--- src/rtl/shift_sll_seq.sv ---
// -----------------------------------------------------------------------------
// shift_sll_seq
//
// Multi-cycle logical left shifter (SLL) for the execute stage. The left-
// direction counterpart of the combinational arithmetic right shifter
// (shift_sra). It shifts at most STEP bit positions per clock, so a large
// shift amount costs more cycles but needs only a small shifter.
//
// Handshake: a request on 'start' is accepted whenever the unit is not busy
// (IDLE or DONE). 'busy' is high while shifting. 'done' pulses for exactly one
// cycle when 'result' is valid. 'result' then holds until the next accepted
// start. A start seen while busy is dropped, not queued.
//
// Optional feature macro: SHIFT_WORD_EN
//   Defined   : word=1 selects RV64 SLLW/SLLIW behaviour. Only the low half
//               of 'a' is shifted, the shift amount drops its MSB, and the
//               final value is the sign extension of bit HALF-1.
//   Undefined : 'word' is ignored. Every operation is a full-width SLL.
//
// Parameters
//   WIDTH    operand/result width (64)
//   SHAMT_W  shift-amount width, log2(WIDTH) (6)
//   STEP     max bits shifted per cycle, power of two in 1..WIDTH/2 (4)
//
// Ports
//   clk     in   system clock, rising edge
//   rst     in   synchronous active-high reset
//   start   in   request, sampled only when busy==0
//   a       in   [WIDTH-1:0]   operand, captured on the accepted start edge
//   n       in   [SHAMT_W-1:0] shift amount, captured on the accepted start
//   word    in   word-op select (only with SHIFT_WORD_EN)
//   busy    out  shifting in progress
//   done    out  one-cycle pulse, result valid
//   result  out  [WIDTH-1:0]   shifted value
// -----------------------------------------------------------------------------
module shift_sll_seq #(
   parameter int WIDTH   = 64,
   parameter int SHAMT_W = 6,
   parameter int STEP    = 4
) (
   input  logic               clk,
   input  logic               rst,
   input  logic               start,
   input  logic [WIDTH-1:0]   a,
   input  logic [SHAMT_W-1:0] n,
   input  logic               word,
   output logic               busy,
   output logic               done,
   output logic [WIDTH-1:0]   result
);

   localparam int HALF = WIDTH / 2;

   // STEP is at most WIDTH/2, so it always fits in the shift-amount width.
   localparam logic [SHAMT_W-1:0] STEP_V = SHAMT_W'(STEP);

   typedef enum logic [1:0] {
      S_IDLE  = 2'd0,
      S_SHIFT = 2'd1,
      S_DONE  = 2'd2
   } state_t;

   state_t             state;
   state_t             next_state;
   logic [WIDTH-1:0]   work;        // working register, drives result
   logic [SHAMT_W-1:0] remaining;   // positions still to shift

   logic               accept;      // start taken at this edge
   logic [SHAMT_W-1:0] n_eff;       // shift amount after word masking
   logic [WIDTH-1:0]   load_value;  // value loaded into work on accept
   logic               last_step;   // this SHIFT edge finishes the operation
   logic [SHAMT_W-1:0] k;           // positions shifted this edge
   logic [WIDTH-1:0]   shifted;     // work << k, zero filled
   logic [WIDTH-1:0]   shift_value; // value written to work on a SHIFT edge

   // Sign-extend the low half of a value into the full width.
   function automatic logic [WIDTH-1:0] sext_half(input logic [WIDTH-1:0] v);
      return {{HALF{v[HALF-1]}}, v[HALF-1:0]};
   endfunction

   // ---------------------------------------------------------------------------
   // Handshake and per-edge shift datapath
   // ---------------------------------------------------------------------------
   assign accept    = start && (state != S_SHIFT);
   assign last_step = (remaining <= STEP_V);
   assign k         = last_step ? remaining : STEP_V;
   assign shifted   = work << k;

`ifdef SHIFT_WORD_EN
   logic word_q;   // word mode of the operation in flight

   // NOTE: every signal assigned in an always_comb gets a default first, so
   // no path leaves it unassigned and no latch is inferred.
   always_comb begin
      n_eff      = n;
      load_value = a;
      if (word) begin
         n_eff = {1'b0, n[SHAMT_W-2:0]};
         // A zero-length word shift still has to return the sign-extended
         // low half, since it goes straight to DONE without a final shift.
         if (n_eff == '0) begin
            load_value = sext_half(a);
         end else begin
            load_value = {{HALF{1'b0}}, a[HALF-1:0]};
         end
      end
   end

   always_comb begin
      shift_value = shifted;
      // Upper bits are garbage until the final edge, where bit HALF-1 of the
      // fully shifted low half is replicated upward.
      if (word_q && last_step) begin
         shift_value = sext_half(shifted);
      end
   end

   always_ff @(posedge clk) begin
      if (rst) begin
         word_q <= 1'b0;
      end else if (accept) begin
         word_q <= word;
      end
   end
`else
   // 'word' has no effect in this build; it is tied off here so it can never
   // steer the datapath or carry an X into it.
   logic unused_word;
   assign unused_word = word;

   always_comb begin
      n_eff       = n;
      load_value  = a;
      shift_value = shifted;
   end
`endif

   // ---------------------------------------------------------------------------
   // Control FSM
   // ---------------------------------------------------------------------------
   always_comb begin
      next_state = state;
      case (state)
         S_IDLE, S_DONE: begin
            // DONE falls through to a new request directly, so back-to-back
            // operations have no dead cycle.
            if (start) begin
               next_state = (n_eff == '0) ? S_DONE : S_SHIFT;
            end else begin
               next_state = S_IDLE;
            end
         end
         S_SHIFT: begin
            next_state = last_step ? S_DONE : S_SHIFT;
         end
         default: begin
            next_state = S_IDLE;
         end
      endcase
   end

   // NOTE: sequential state uses non-blocking assignments only, so every
   // register samples the pre-edge values regardless of statement order.
   always_ff @(posedge clk) begin
      if (rst) begin
         state <= S_IDLE;
      end else begin
         state <= next_state;
      end
   end

   // ---------------------------------------------------------------------------
   // Datapath registers
   // ---------------------------------------------------------------------------
   // NOTE: work and remaining are plain registers rather than a memory; they
   // are reset so the result port reads zero after reset and an aborted
   // operation leaves nothing behind.
   always_ff @(posedge clk) begin
      if (rst) begin
         work      <= '0;
         remaining <= '0;
      end else if (accept) begin
         work      <= load_value;
         remaining <= n_eff;
      end else if (state == S_SHIFT) begin
         work      <= shift_value;
         remaining <= remaining - k;
      end
   end

   // ---------------------------------------------------------------------------
   // Outputs
   // ---------------------------------------------------------------------------
   assign busy   = (state == S_SHIFT);
   assign done   = (state == S_DONE);
   assign result = work;

endmodule

--- config.mk ---
export PLATFORM = sky130hd
export DESIGN_NAME = shift_sll_seq
export DESIGN_NICKNAME = d
export VERILOG_FILES = /design/src/rtl/shift_sll_seq.sv
export SDC_FILE = /design/constraint.sdc
export NUM_CORES = 1
export LEC_CHECK = 0
export ABC_AREA = 1
export BUFFER_PORTS_ARGS = -buffer_cell sky130_fd_sc_hd__clkbuf_2
export CAP_MARGIN = 5
export CORE_ASPECT_RATIO = 1.1
export CORE_MARGIN = 2
export CORE_UTILIZATION = 50
export DETAILED_ROUTE_END_ITERATION = 6
export GPL_TIMING_DRIVEN = 0
export PLACE_DENSITY = 0.78
export SLEW_MARGIN = 20
export SYNTH_ARGS = -nofsm -noshare
export SYNTH_HDL_FRONTEND = slang
export SYNTH_SLANG_ARGS = --single-unit
--- constraint.sdc ---
create_clock -name clk -period 1.5 [get_ports clk]
set_input_delay 0.225 -clock clk [delete_from_list [all_inputs] [get_ports clk]]
set_output_delay 0.225 -clock clk [all_outputs]
set_load 0.02 [all_outputs]
---- After elaboration in Yosys (flattened, before gate mapping) ----
Index checks and enable logic that the tools add are counted.
operators by class
  shift operators ......................... 1
  equal/unequal tests ..................... 3
  $lt $le $gt $ge ......................... 1
  reductions and logical operators ........ 5
  add/subtract/negate cells ............... 1
  muxes and demuxes ....................... 9
operator list
  cell                                                            number
  two-way mux 64 bit                                              2
  << shifter 64 x 6 -> 64 bit                                     1
  two-way mux 6 bit                                               3
  less-or-equal comparator 6 x 3 -> 1 bit, second input constant  1
  zero test 6 bit                                                 1
  two-way mux 2 bit                                               3
  subtractor 6 bit                                                1
  case mux 2 bit (2 select lines)                                 1
  == test 2 x 1 -> 1 bit, second input constant                   1
  == test 2 bit, second input constant                            1
  zero test 2 bit                                                 1
  inequality test 2 x 1 -> 1 bit, second input constant           1
  nonzero test 2 bit                                              1
  OR reduction 2 bit                                              1
  logical AND 1 bit                                               1
word-level totals
  logic and storage cells ................. 23
  input bits .............................. 74
  register bits ........................... 72

---- Depth between registers and ports, before layout ----
Gate-level depths: netlist of the first run.
  depth after elaboration ................. 5
  depth in mapped cells ................... 12
  mapped depth without buffers ............ 11

---- Least setup slack after synthesis of the first run ----
OpenSTA, ideal clock, no wires.
  kind .................................... register to register
  start ................................... register remaining[5]
  end ..................................... register work[59], in the netlist result[59]
  path buffers ............................ 3
  arrival ................................. 1379 ps
  cell stages (with the launch flop) ...... 12
  library setup time ...................... 109 ps
  path slack .............................. 12 ps
  cells stage by stage .................... dfxtp_1 -> nor2_1 -> buf_4 -> nand3_4 -> buf_6 -> buf_6 -> nand2_1 -> o211ai_2 -> nand3_1 -> nand3_1 -> nand2_1 -> inv_1
between the ends
  word-level cells in the longest chain between the ends .. 5
ends and longest elaborated chain
  what                                     line  RTL
  start: declaration                       66    logic [SHAMT_W-1:0] remaining;
  start signal: assignment                 184   remaining <= n_eff;
  start signal: assignment                 187   remaining <= remaining - k;
  less-or-equal comparator 6 x 3 -> 1 bit  85    assign last_step = (remaining <= STEP_V);
  two-way mux 6 bit (*)                    86    assign k = last_step ? remaining : STEP_V;
  << shifter 64 x 6 -> 64 bit (*)          87    assign shifted = work << k;
  two-way mux 64 bit (*)                   185   end else if (state == S_SHIFT) begin
  two-way mux 64 bit (*)                   182   end else if (accept) begin
  end signal: assignment                   183   work <= load_value;
  end signal: assignment                   186   work <= shift_value;
  end: declaration                         65    logic [WIDTH-1:0] work;
Mark *: on every way between the ends. The rest lies on a longest branch, timed or not. The select of a mux whose other input is x is not followed.
A chain may end at the register's enable or synchronous reset.

---- Worst setup path after layout of the first run ----
  start ................................... register remaining[3]
  end ..................................... register work[20], in the netlist result[20]
Same word-level chain as after synthesis.

==> results of run 1 <==
-- layer usage --
| layer | routed length [um] | vias up |
|---|---|---|
| li1 | - | 3501 |
| met1 | 8539 | 3434 |
| met2 | 10620 | 585 |
| met3 | 2853 | 132 |
| met4 | 1327 | 0 |
| met5 | 0 | - |
-- power breakdown --
part,leakage (uW),switching [uW],internal (uW)
sequential,0.000601,336,2170
combinational,0.00310,2270,1240
clock,0.000182,910,1830
-- worst register-to-register path: cells and delay by family, from the launching register on --
| kind | cells | cell delay, ps |
|---|---|---|
| buffers and inverters | 3 | 480 |
| AO/OA/AOI/OAI | 1 | 50 |
| AND/OR/NAND/NOR | 7 | 690 |
| flip-flops | 1 | 360 |
-- what timing repair did --
action	CTS	global route
resized for setup	93	51
pin swaps	9	8
endpoints found under the setup margin	67	70
setup buffers	7	3
-- sequential cells by signal (all words and copies together), names as in the netlist --
name,cells
result,64
remaining,6
state,2
-- cells by family (layout without fill, tap and decap cells) --
logic type	count (synthesis)	in the layout	synth area share, %
AO/OA/AOI/OAI	195	195	21.42
buffers and inverters	204	368	15.79
flip-flops	72	72	24.82
adder cells (fa/ha/maj)	1	1	0.2154
other	1	1	0.06458
AND/OR/NAND/NOR	476	476	37.69
-- through the flow --
| step | hold WS, ps | std cells | instance area, um^2 | utilization, % | setup slack (ps) |
|---|---|---|---|---|---|
| floorplan | 294.1 | 949 | 5807 | - | 11.86 |
| global placement | 478.5 | 1237 | 6685 | 58.70 | -430.3 |
| detailed placement | 483.3 | 1237 | 6685 | 58.70 | -447.7 |
| CTS | 114.3 | 1260 | 7387 | 64.86 | -140.6 |
| global route | 150.7 | 1263 | 7577 | 66.53 | -291.1 |
| finish | 121.8 | 1263 | 7577 | 66.53 | -196.5 |
-- worst min-delay path by stage --
stage / startpoint / to / slack, ps / depth (start not counted)
6_report: n[3] / remaining[3] / 120 / 3
2_1_floorplan: rst / remaining[4] / 290 / 1
3_3_place_gp: a[0] / result[0] / 480 / 3
4_1_cts: n[3] / remaining[3] / 110 / 3
5_1_grt: n[3] / remaining[3] / 150 / 3
3_5_place_dp: n[3] / remaining[3] / 480 / 3
-- synthesized netlist by cell type --
cell type	number
sky130_fd_sc_hd__a21oi_1	18
sky130_fd_sc_hd__a221oi_1	1
sky130_fd_sc_hd__a31oi_1	6
sky130_fd_sc_hd__buf_1	1
sky130_fd_sc_hd__buf_2	23
sky130_fd_sc_hd__buf_4	8
sky130_fd_sc_hd__buf_6	12
sky130_fd_sc_hd__clkbuf_1	22
sky130_fd_sc_hd__conb_1	1
sky130_fd_sc_hd__dfxtp_1	72
sky130_fd_sc_hd__ha_1	1
sky130_fd_sc_hd__inv_1	132
sky130_fd_sc_hd__inv_2	5
sky130_fd_sc_hd__inv_4	1
sky130_fd_sc_hd__nand2_1	186
sky130_fd_sc_hd__nand2_2	2
sky130_fd_sc_hd__nand2_4	2
sky130_fd_sc_hd__nand3_1	241
sky130_fd_sc_hd__nand3_4	1
sky130_fd_sc_hd__nand3b_1	1
sky130_fd_sc_hd__nand4_1	10
sky130_fd_sc_hd__nor2_1	22
sky130_fd_sc_hd__nor2_2	3
sky130_fd_sc_hd__nor2_8	1
sky130_fd_sc_hd__nor3_1	3
sky130_fd_sc_hd__o211ai_1	3
sky130_fd_sc_hd__o211ai_2	32
sky130_fd_sc_hd__o21a_1	2
sky130_fd_sc_hd__o21ai_0	115
sky130_fd_sc_hd__o21ai_1	17
sky130_fd_sc_hd__o21ai_2	1
sky130_fd_sc_hd__or2_2	4
-- layout make-up --
cell class	instances	area (um^2)
plain buffers	66	528.0
repair buffers	148	765.7
flip-flops and latches	72	1455
inverters	138	525.5
clock buffers	10	239.0
multi-input cells	673	3746
clock inverters	6	130.1
well taps	150	187.7
fillers	1083	3811
==> results.txt, run 1 <==
* Outcome: complete, but fails checks
* Failing checks: design-rule violations, negative setup slack
* Number of gates on the worst path with buffers counted: 11
* Sequential share of the synthesized area: 24.82%
- Total power: 8765 uW
* Final worst path period share: 113.1%
* Wire length of the first global-routing pass: 35190 um
- Clock tree synthesis inserted a total of 9 buffers.
- Across all setup checks in the final design, the least slack found is -196.5 ps.
- Across the VDD grid, the largest voltage drop is 664.0 uV.
- Detailed routing inserted a total of 7652 vias.
- Clock-pin slew on the worst setup and hold paths: 60 ps
- Die area: 12490 um^2
- Dividing the detail-routed wire length by the instance count gives 18.48 um.
- Of all nets on the critical path, the largest fanout is 10.
* Root Buffer: sky130_fd_sc_hd__clkbuf_16
- Counting along the longest clock path gives a buffer depth of 2.
- For this run, design rule violations remaining after detail routing come to 30.
- Slowest stage delay, CP: 360 ps
- Clock latency of the later-clocked register in the worst-skew pair: 350 ps
* Slew at the pin closest to its max-slew limit: 594.7 ps
- The worst setup path is captured at a flop.
* Capturing instance or port of the critical path: result[20]
* Worst path slowest cell: sky130_fd_sc_hd__dfxtp_4
* Startpoint-to-endpoint class of the critical path: flop to flop
- The H-tree was split into 3 levels.
* Number of rows created at floorplan: 41
- Worst Setup SP: remaining[3]
- Cell repeated most along the worst path: sky130_fd_sc_hd__nand2_1
- Netlist area before placement: 5807 um^2
- Worst Hold Class: primary input to flop
- Unrepaired setup endpoints after global routing: yes
- Met1 track utilization from global routing: 44.80%
* Number of ports placed on the die boundary: 140
- For this design the static power due to leakage is 0.003883 uW.
- Cells after synthesis: 949
* Net total in the final layout: 1183
- Before antenna repair, the detailed router went through 7 iterations.
* Highest clock rate: 589.4 MHz
- FF-to-FF End: result[20]
* Largest net degree at the start of global routing: 13
* Area Growth Syn to Fin: 30.49%
* Antenna diode count: 0
* Global-route layer with the greatest usage: met2
* Final number of setup-violating endpoints: 63
- Clock period minus worst slack: 1697 ps
* Vias in the first global route: 6925
* Global-route usage over all layers: 36.22%
- Slew headroom: 60.35%
- Crit path buffers/inverters: 3
- Worst Skew: 5.795 ps
* Proportion of layout cells with a drive suffix above 1: 30.82%
- For this run, the number of Yosys warnings is 0.
* Register bit count reported by yosys: 72
* Cells taking the most area after synthesis: sky130_fd_sc_hd__dfxtp_1 (25%), sky130_fd_sc_hd__nand3_1 (21%), sky130_fd_sc_hd__nand2_1 (12%)
- Most common cell after layout, fill and taps aside: sky130_fd_sc_hd__nand3_1
- Remaining global-route overflow: 0
* Dpl hpwl: 16360 um
- Initial standard-cell utilization of the core: 50.99%
- The congestion estimate from routability-driven global placement came to 0.9932.
- Starting DRT DRC Count: 1110
- Core area: 11390 um^2
- Clock tree from TritonCTS: yes
- The worst setup path is launched from a flop.
- Final Max Tran Viols: 0
* Register-to-register setup slack: -200 ps
- Summed over all failing endpoints, the final setup total negative slack is -7691 ps.
- Die Wd: 106.8 um
- Port buffering added 138 buffers.
* Worst flop-to-flop path startpoint: remaining[3]
- Yosys top cell area share: 24.82%
- Synthesis produced a netlist with a net count of 1024.
- For this design, the sink count on the clock tree is 72.
- Data on the critical path arrives at its endpoint at 1930 ps.
- The routed design has 23340 um of wire.
- The number of hold violations in the final report is 0.
- Data on the critical path is required at its endpoint by 1740 ps.
* Syn avg cell area: 6.119 um^2
- The tool flagged a number of max-cap violations equal to 0.
- Leading cell types in the layout, fill and taps excluded: sky130_fd_sc_hd__nand3_1 (211), sky130_fd_sc_hd__nand2_1 (152), sky130_fd_sc_hd__clkbuf_2 (144)
- Distinct cells, synth: 32
- Power per standard cell area: 1157 nW/um^2
- For the worst flop-to-flop path, the logic depth is 11.
- Global routing consumed, on the met3 layer, 6.866% of the routing resources.
- In the global route stage, met2 resource usage came out at 58.68%.
- Number of antenna violations at the first check in global routing: 0
- Detail Route Antenna Nets: 0
- Cell type contributing the most total cell area after synthesis: sky130_fd_sc_hd__dfxtp_1
* Die Height: 117.0 um
- Vias per cell: 6.059
- In this run, post-CTS hold repair placed 0 buffers.
* Chain of cells forming the critical path: nor2_4 > buf_6 > nand3_4 > buf_8 > buf_6 > nand2_1 > nand3_1 > nand3_1 > nand2_1 > nand2_1 > a21oi_1
- Worst path top cell family by delay: simple AND/OR/NAND/NOR gates
(Power assumes the default switching activity.)
==> run 2, diff against run 1 <==
--- a/config.mk
+++ b/config.mk
@@ -13,7 +13,7 @@
 export CORE_UTILIZATION = 50
 export DETAILED_ROUTE_END_ITERATION = 6
 export GPL_TIMING_DRIVEN = 0
-export PLACE_DENSITY = 0.78
+export PLACE_DENSITY = 0.83
 export SLEW_MARGIN = 20
 export SYNTH_ARGS = -nofsm -noshare
 export SYNTH_HDL_FRONTEND = slang
==> constraint.sdc (replaced) <==
create_clock -name clk -period 1.55 [get_ports clk]
set_input_delay 0.2325 -clock clk [delete_from_list [all_inputs] [get_ports clk]]
set_output_delay 0.2325 -clock clk [all_outputs]
set_load 0.02 [all_outputs]
==> run 2 against run 1 <==
Effect of this change: the flow still finishes with violations (design-rule violations, negative setup slack); sequential share of layout area decreased by 0.65 points; clock power decreased by 27%; via count increased by 2.9%; power down 8.4%; utilization up 2.3 points; sequential power fell by 3%; sequential cell count unchanged; first-iteration DRC count up 21%; worst hold slack gained 4.3 ps.
==> results.txt, run 2 (same netlist as run 1, synthesis figures left out) <==
* Power per standard cell area: 1024 nW/um^2
* Filler-free cell count of the finished design: 1264
* Proportion of layout cells with a drive suffix above 1: 35.46%
- The initialized floorplan defines 41 standard-cell rows.
- Wire length of the first global-routing pass: 35200 um
* Net total in the final layout: 1184
* Number of port buffers: 138
- TritonCTS built the clock tree.
- The die is 117.0 um tall.
- Cell repeated most along the worst path: sky130_fd_sc_hd__nand3_1
- Starting DRT DRC Count: 1345
- Slew headroom: 57.94%
- With fillers left out, the area of the finished cells amounts to 7843 um^2.
* Endpoint, Worst Hold: result[0]
* Post-route worst setup slack: -191.3 ps
- Hold violation total from the final report: 0
- Data on the critical path arrives at its endpoint at 2030 ps.
- After clock tree synthesis, the clock-pin slew on the worst setup and hold paths is 60 ps.
- Wires add up to 24120 um.
- Most common cell after layout, fill and taps aside: sky130_fd_sc_hd__nand3_1
- Leading cell types in the layout, fill and taps excluded: sky130_fd_sc_hd__nand3_1 (169), sky130_fd_sc_hd__clkbuf_2 (145), sky130_fd_sc_hd__nand2_1 (140)
- Once placement finished, the instance area stood at 6685 um^2.
* Number of cells on the worst reg-to-reg path: 11
- H-tree lvl count: 3
* Final GP Congestion: 0.9895
* Outcome: complete, but fails checks
* Launch instance of the worst min-delay path: a[0]
* Number of buffers inserted during clock tree synthesis: 9
- Storage element area: 1455 um^2
- Number of antenna violations at the first check in global routing: 0
- Worst Skew: 7.182 ps
- For this run, design rule violations remaining after detail routing come to 4.
* Area of the multi-input gates: 4040 um^2
- Share of total power in combinational logic: 44.9%
* Worst path top cell family by delay: simple AND/OR/NAND/NOR gates
- The core region is 11390 um^2.
- Hold depth: 3
- Clock latency of the later-clocked register in the worst-skew pair: 350 ps
- Endpoint kind of the worst setup timing path: flop
- Hold_ws: 126.1 ps
- The smallest clock period supported by the final layout is computed as 1741 ps.
* CP startpoint kind: flop
- The max-slew violation count came to 0.
- Cell internal power was estimated by the tool at 4506 uW.
* Final number of setup-violating endpoints: 64
- Crit path buffers/inverters: 4
- Of all nets on the critical path, the largest fanout is 10.
- Worst flop-to-flop path startpoint: remaining[2]
- The floorplan step defined a die boundary enclosing 12490 um^2.
* Longest Clk Path Bufs: 2
- Detail Route Antenna Nets: 0
- Antenna diode count: 0
- Worst path slowest cell: sky130_fd_sc_hd__dfxtp_2
* Max-capacitance violation count: 0
- # placed instances: 1237
- The final reports fail on design-rule violations, negative setup slack.
- Leakage power: 0.003990 uW
- Vias in the first global route: 7124
* Startpoint-to-endpoint class of the critical path: flop to flop
- Dividing the detail-routed wire length by the instance count gives 19.08 um.
- Highest clock rate: 574.3 MHz
- Max reg flops: 64
- Final worst path period share: 112.3%
- In this run, the clock network consumes 24.8% of the power.
* Number of ports placed on the die boundary: 140
- Sw Share: 43.87%
- Filler Cells Inserted: 976
* Initial standard-cell utilization of the core: 50.99%
* Largest vdd supply drop: 664.9 uV
- The die is 106.8 um wide.
- Slowest stage delay, CP: 350 ps
- Root Buffer: sky130_fd_sc_hd__clkbuf_16
- Before antenna repair, the detailed router went through 7 iterations.
* Via count of the routed design: 7871
- Vias per cell: 6.227
- For this run, the total global-route usage over all layers was measured as 36.13%.
- Core occupancy in the finished layout: 68.86%
- In this run the power spent charging and discharging nets is 3521 uW.
- The clock drives 72 sinks.
- Chain of cells forming the critical path: nor2_4 > buf_6 > nand3_4 > inv_4 > buf_4 > nand2_1 > nand3_2 > nand3_1 > nand3_1 > nand3_1 > inv_1
* Remaining global-route overflow: 0
* Register-to-register setup slack: -190 ps
* Largest net degree at the start of global routing: 12
- Slew at the pin closest to its max-slew limit: 630.9 ps
- After clock tree synthesis, the flow added hold-fix buffers numbering 0.
- Dpl hpwl: 16250 um
- Worst Hold Class: primary input to flop
- At the worst endpoint, the required time is 1840 ps.
- The share of total power dissipated in sequential elements is 30.3%.
- Area Growth Syn to Fin: 35.06%
- FF-to-FF End: result[13]
- Setup repair after global routing could not meet its margin everywhere.
run 2: cell types whose count changed in the layout (fill, tap and decap cells not counted), sizes merged:
cell,previous run,this run
buf,56,54
clkinvlp,0,1
bufinv,4,0
clkbuf,168,174
run 2: worst max path at each step:
stage,from,endpoint,slack [ps],cells after the start
after floorplan,remaining[5],result[59],60,11
after global placement,start,result[16],-480,8
after detailed placement,start,result[16],-440,8
after CTS,remaining[4],result[13],-70,11
after global routing,remaining[2],result[38],-250,11
final,remaining[2],result[13],-190,11
run 2: layout make-up:
cell class,instances,share of cell area [%]
plain buffers,66,6.988
clock buffers,13,3.191
clock inverters,3,0.2234
inverters,138,6.765
multi-input cells,673,51.52
flip-flops and latches,72,18.55
well taps,150,2.393
repair buffers,149,10.37
run 2: per-layer routing:
metal / vias to the layer above / track usage (%) / share of wire [%]
met5: - / 0 / 0
li1: 3516 / - / -
met3: 177 / 7.973 / 12
met4: 0 / 24.24 / 6.8
met1: 3507 / 42.98 / 36
met2: 671 / 58.85 / 45
run 2: what timing repair did:
action,4_1_cts,5_1_grt
cloned,2,0
setup endpoints to repair,66,66
buffers inserted,8,1
pin swaps,27,16
gates resized for setup,116,93
run 2: tightest hold or removal path: stages:
cell	delay, ps
sky130_fd_sc_hd__clkbuf_2	80
sky130_fd_sc_hd__nand2_1	50
sky130_fd_sc_hd__a21oi_1	50
run 2: per-stage QoR:
step	total power, uW	setup WS [ps]	TNS, ps
after CTS	7607	-68.49	-2395
after global routing	8324	-249.4	-10570
after detailed placement	5357	-435.2	-15670
final	8028	-191.3	-6622
after global placement	5318	-475.8	-14970
after floorplan	4415	61.86	0
run 2: power by group through the flow:
| stage | clock network (uW) | logic, uW | registers (uW) |
|---|---|---|---|
| CTS | 1970 | 3250 | 2390 |
| floorplan | 0 | 1830 | 2580 |
| detailed placement | 0 | 2960 | 2400 |
| finish | 1990 | 3610 | 2430 |
| global route | 2030 | 3850 | 2450 |
| global placement | 0 | 2910 | 2400 |
